<file path="src/rtl/fetch_prefetch_queue.sv">
// Sequential instruction prefetcher: issues word reads ahead of decode into a DEPTH-entry queue.
// Define FETCH_PERF_CNT_EN to add saturating push and full-stall performance counters.
module fetch_prefetch_queue #(
  parameter logic [31:0] RESET_PC = 32'h80020000,
  parameter int          DEPTH    = 4,
  parameter int          PC_STEP  = 4
) (
  input  logic                   clk_in,
  input  logic                   rst_in,
  output logic                   mem_req_out,
  output logic [0:31]            mem_addr_out,
  output logic                   mem_rw_out,
  output logic [0:1]             mem_access_size_out,
  input  logic [0:31]            mem_data_in,
  input  logic                   redirect_in,
  input  logic [0:31]            redirect_pc_in,
  output logic                   dec_valid_out,
  input  logic                   dec_ready_in,
  output logic [0:31]            dec_insn_out,
  output logic [0:31]            dec_pc_out,
`ifdef FETCH_PERF_CNT_EN
  output logic [0:31]            perf_fetch_out,
  output logic [0:31]            perf_stall_out,
`endif
  output logic [$clog2(DEPTH):0] count_out
);

  localparam int              PW        = $clog2(DEPTH);
  localparam int              CW        = PW + 1;
  localparam logic [CW:0]     DEPTH_LIM = (CW+1)'(DEPTH);
  localparam logic [CW-1:0]   FULL_CNT  = CW'(DEPTH);
  localparam logic [0:31]     STEP      = 32'(PC_STEP);

  logic [0:31]   pc_q, pc_d;
  logic          inflight_q, inflight_d;
  logic [0:31]   inflight_addr_q, inflight_addr_d;
  logic [PW-1:0] wr_ptr_q, wr_ptr_d;
  logic [PW-1:0] rd_ptr_q, rd_ptr_d;
  logic [CW-1:0] count_q, count_d;
  logic [0:31]   insn_q [DEPTH];
  logic [0:31]   pcq_q  [DEPTH];

  logic          issue, push, pop;
  logic [CW:0]   occupancy_sum;
  logic          unused_redirect_lsbs;

  assign unused_redirect_lsbs = ^redirect_pc_in[30:31];

  // Requests are throttled so queued plus in-flight words can never exceed DEPTH.
  always_comb begin
    occupancy_sum = {1'b0, count_q} + {{CW{1'b0}}, inflight_q};
    issue         = !rst_in && !redirect_in && (occupancy_sum < DEPTH_LIM);
    push          = inflight_q && !redirect_in;
    pop           = dec_valid_out && dec_ready_in;
  end

  always_comb begin
    pc_d            = pc_q;
    inflight_d      = inflight_q;
    inflight_addr_d = inflight_addr_q;
    wr_ptr_d        = wr_ptr_q;
    rd_ptr_d        = rd_ptr_q;
    count_d         = count_q;
    if (redirect_in) begin
      pc_d       = {redirect_pc_in[0:29], 2'b00};
      inflight_d = 1'b0;
      wr_ptr_d   = '0;
      rd_ptr_d   = '0;
      count_d    = '0;
    end else begin
      if (issue) pc_d = pc_q + STEP;
      inflight_d      = issue;
      inflight_addr_d = pc_q;
      if (push) wr_ptr_d = wr_ptr_q + PW'(1);
      if (pop)  rd_ptr_d = rd_ptr_q + PW'(1);
      case ({push, pop})
        2'b10:   count_d = count_q + CW'(1);
        2'b01:   count_d = count_q - CW'(1);
        default: count_d = count_q;
      endcase
    end
  end

  always_ff @(posedge clk_in) begin
    if (rst_in) begin
      pc_q            <= RESET_PC;
      inflight_q      <= 1'b0;
      inflight_addr_q <= '0;
      wr_ptr_q        <= '0;
      rd_ptr_q        <= '0;
      count_q         <= '0;
    end else begin
      pc_q            <= pc_d;
      inflight_q      <= inflight_d;
      inflight_addr_q <= inflight_addr_d;
      wr_ptr_q        <= wr_ptr_d;
      rd_ptr_q        <= rd_ptr_d;
      count_q         <= count_d;
    end
  end

  // Queue storage carries no reset; entries are only visible below count_q.
  always_ff @(posedge clk_in) begin
    if (push && !rst_in) begin
      insn_q[wr_ptr_q] <= mem_data_in;
      pcq_q[wr_ptr_q]  <= inflight_addr_q;
    end
  end

  assign mem_req_out         = issue;
  assign mem_addr_out        = pc_q;
  assign mem_rw_out          = 1'b0;
  assign mem_access_size_out = 2'b11;
  assign dec_valid_out       = !rst_in && (count_q != '0);
  assign dec_insn_out        = insn_q[rd_ptr_q];
  assign dec_pc_out          = pcq_q[rd_ptr_q];
  assign count_out           = rst_in ? '0 : count_q;

`ifdef FETCH_PERF_CNT_EN
  logic [0:31] perf_fetch_q, perf_stall_q;

  always_ff @(posedge clk_in) begin
    if (rst_in) begin
      perf_fetch_q <= '0;
      perf_stall_q <= '0;
    end else begin
      if (push && (perf_fetch_q != '1)) perf_fetch_q <= perf_fetch_q + 32'd1;
      if ((count_q == FULL_CNT) && !pop && (perf_stall_q != '1))
        perf_stall_q <= perf_stall_q + 32'd1;
    end
  end

  assign perf_fetch_out = perf_fetch_q;
  assign perf_stall_out = perf_stall_q;
`else
  logic unused_full_cnt;
  assign unused_full_cnt = ^FULL_CNT;
`endif

endmodule

</file>
<file path="config.mk">
export PLATFORM = sky130hd
export DESIGN_NAME = fetch_prefetch_queue
export DESIGN_NICKNAME = d
export VERILOG_FILES = /design/src/rtl/fetch_prefetch_queue.sv
export SDC_FILE = /design/constraint.sdc
export NUM_CORES = 1
export LEC_CHECK = 0
export ABC_CLOCK_PERIOD_IN_PS = 4500
export CAP_MARGIN = 20
export CORE_MARGIN = 2
export CORE_UTILIZATION = 54
export DETAILED_ROUTE_END_ITERATION = 8
export GPL_TIMING_DRIVEN = 0
export PLACE_DENSITY_LB_ADDON = 0.15
export SLEW_MARGIN = 5
export SYNTH_ARGS = -nofsm -noshare
export SYNTH_HDL_FRONTEND = slang
export SYNTH_SLANG_ARGS = --single-unit
</file>
<file path="constraint.sdc">
create_clock -name clk_in -period 4.5 [get_ports clk_in]
set_input_delay 0.9 -clock clk_in [delete_from_list [all_inputs] [get_ports clk_in]]
set_output_delay 0.9 -clock clk_in [all_outputs]
set_load 0.05 [all_outputs]
</file>
==> metrics.yaml <==
status:
  status: "finished clean"
floorplan:
  initial_core_util_pct: 54.7
  die_w_um: 155
  core_mm2: 0.0224
  dieArea_mm2: 0.0239
  rows: 55
  die_y_um: 155
  io_pins: 172
sta:
  final_hold_viol_count: 0
  min_period_ns: 4.29
  fmax_ghz: 0.233
  clock_skew_ns: 0.0164
  rsz0062_at_grt: "false"
  finalCritPeriodShare_pct: 95.3
  relSlewSlack_pct: 31.7
  tns_ns: 0
  worst_pin_slew_ns: 1.01
  report.final.slew_viol_count: 0
  setup_viol_count_final: 0
yosys:
  yosys.cell_types.count: 45
  synth_top_area_share_pct: 60.7
  synth_top_area_cell: "edfxtp_1"
  yosysWarnings: 0
  synthCells: 718
  synth_edf_count: 248
  synth-main-ff-cell: "edfxtp_1"
  async_flop_share_pct: 0
  synth_area_leaders: "edfxtp_1 (61%), dfxtp_1 (11%), mux4_2 (11%), mux2i_1 (2.4%), nor2_1 (2.0%)"
  yosysMostFrequentCell: "edfxtp_1"
  yosys-top-cells-count: "edfxtp_1 (248), dfxtp_1 (70), nor2_1 (64), mux4_2 (62), nand2_1 (30)"
  ys_ff_latch: 318
  syn-cell-area_mm2: 0.0123
  ys_seq_area_share_pct: 72.2
  syn_area_per_cell_um2: 17.1
routing:
  drt-initial-drc-count: 574
  post_drt_wl_per_cell_um: 21.2
  wirelength_um: 26200
  viasPerCell: 5.75
  drt-pass1-iter-count: 6
  ant_nets: 0
  drc: 0
  vias: 7102
finish:
  diodes: 0
  fin_util_pct: 69.2
  final.fill_count: 1522
  regArea_mm2: 0.00885
  nNetsFinal: 1000
  final_cell_area_mm2: 0.0155
  drive_above_1_share_pct: 14.9
  multi_input_area_mm2: 0.00320
  syn2layout_area_growth_pct: 26.5
worst_setup_path:
  crit_path_frequent_cell: "clkdlybuf4s50_1"
  endpoint_kind: "output pin"
  slowest_stage: "clkdlybuf4s50_1"
  cp_slowest_stage_delay_ns: 0.72
  path_cells: "clkdlybuf4s50_1, clkbuf_1, buf_1, nor2_1, clkdlybuf4s50_1"
  crit_path_max_fanout: 10
  crit_type: "in2out"
  critPathTopFamily: "buffers and inverters"
  startpoint_type: "input pin"
  arrival_ns: 3.39
  worst-path-buf-inv: 4
  cp.required_ns: 3.60
hold_path:
  hold_class: "reg2reg"
cts:
  cts_resized: 0
  cts_hold_buffers: 0
  clk_latency_ns: 0.51
  ctsHtreeMaxLevel: 2
  cts_setup_buffers: 0
  cts_tree: "yes"
  clock_path_buffers: 3
  cts_sinks: 318
  clkTransAtPathRegs_ns: 0.06
  cts_root_buffer: "clkbuf_16"
  numCtsBuffers: 34
place:
  dp_hpwl_um: 17200
  port_buffers: 162
  place.gp.congestion: 0.912
  post_dp_cell_area_mm2: 0.0144
power_and_ir_drop:
  leakagePower_nw: 5.12
  p_per_area_mw_per_mm2: 414
  vdd_drop_max_mv: 0.266
global_route:
  grt_pass1_vias: 7110
  antenna_found_initial: 0
  overflow: 0
  grt_max_degree: 42
  grt_use_total_pct: 21.9
  grt_pass1_wl_um: 39900
job:
  drv_cap: 0
## cells by family after synthesis
| logic type | synth area share (%) |
|---|---|
| compound gates | 2.33 |
| xor+xnor | 1.93 |
| fa+ha+maj | 0.775 |
| buf+inv | 2.04 |
| flops | 72.2 |
| mux | 13.8 |
| other cells | 0.0612 |
| simple gates | 6.87 |
## report_power, final
group | leakage, nW | switching [W] | internal [W]
Sequential | 2.86 | 0.0000550 | 0.00321
Clock | 0.559 | 0.00108 | 0.00168
Combinational | 1.71 | 0.000248 | 0.000162
## metal layers
metal,vias to the layer above,GRT usage [%],routed length [um]
met5,-,0,0
met4,0,7.54,718
met3,59,4.74,1830
met2,305,34.7,12600
met1,3539,30.7,11100
li1,3199,-,-
## path summary, 6_finish.rpt
check,start,to,cells after the start,slack (ns)
min reg2reg,inflight_addr_q[27]$_SDFFE_PP0N_,pcq_q[1][4]$_DFFE_PP_,0,0.50
min,inflight_addr_q[27]$_SDFFE_PP0N_,pcq_q[1][4]$_DFFE_PP_,0,0.50
max reg2reg,count_q[2]$_SDFFE_PN0P_,count_q[2]$_SDFFE_PN0P_,8,1.93
max,rst_in,dec_valid_out,5,0.21
## state kept, by name (all words and copies together) (netlist names), named ones only
name	cells
pcq_q	120
rd_ptr_q	2
insn_q	128
count_q	3
inflight_q	1
inflight_addr_q	30
mem_addr_out	30
wr_ptr_q	2
## stage by stage
step / hold slack (ns) / std cells / power, W / setup slack [ns]
after floorplan: 0.459 / 723 / 0.00354 / 1.03
after global placement: 0.478 / 1170 / 0.00372 / -0.995
after detailed placement: 0.492 / 1174 / 0.00373 / 0.148
after CTS: 0.506 / 1236 / 0.00647 / 0.146
after global routing: 0.524 / 1236 / 0.00662 / 0.0961
final: 0.503 / 1236 / 0.00643 / 0.212
## layout by cell type, fill, tap and decap left out, drive strengths merged, types with 2 or more instances in the layout
master | synthesis | routed
a211oi | 15 | 15
nand2 | 30 | 30
or2 | 2 | 2
or3 | 5 | 5
and3 | 4 | 4
or4 | 2 | 2
and2 | 5 | 5
and4 | 6 | 6
nor4 | 8 | 8
clkinv | 0 | 9
nor2b | 2 | 2
inv | 14 | 14
xor2 | 6 | 6
clkbuf | 24 | 76
conb | 2 | 7
nand3 | 9 | 9
o21ai | 6 | 6
clkdlybuf4s50 | 0 | 161
nor2 | 64 | 64
nor3 | 13 | 13
a31oi | 3 | 3
xnor2 | 21 | 21
mux4 | 62 | 62
buf | 19 | 23
nand4 | 16 | 16
mux2i | 29 | 29
dfxtp | 70 | 70
edfxtp | 248 | 248
o22ai | 3 | 3
a21oi | 12 | 12
nor3b | 3 | 3
ha | 6 | 6
## cell type report
class | instances | area share (%)
Sequential cell | 318 | 57.0
Multi-Input combinational cell | 348 | 20.6
Timing Repair Buffer | 166 | 11.1
Clock buffer | 52 | 6.80
Tap cell | 285 | 2.30
Buffer | 43 | 1.27
Clock inverter | 10 | 0.492
Inverter | 14 | 0.339
(Power assumes the default switching activity.)
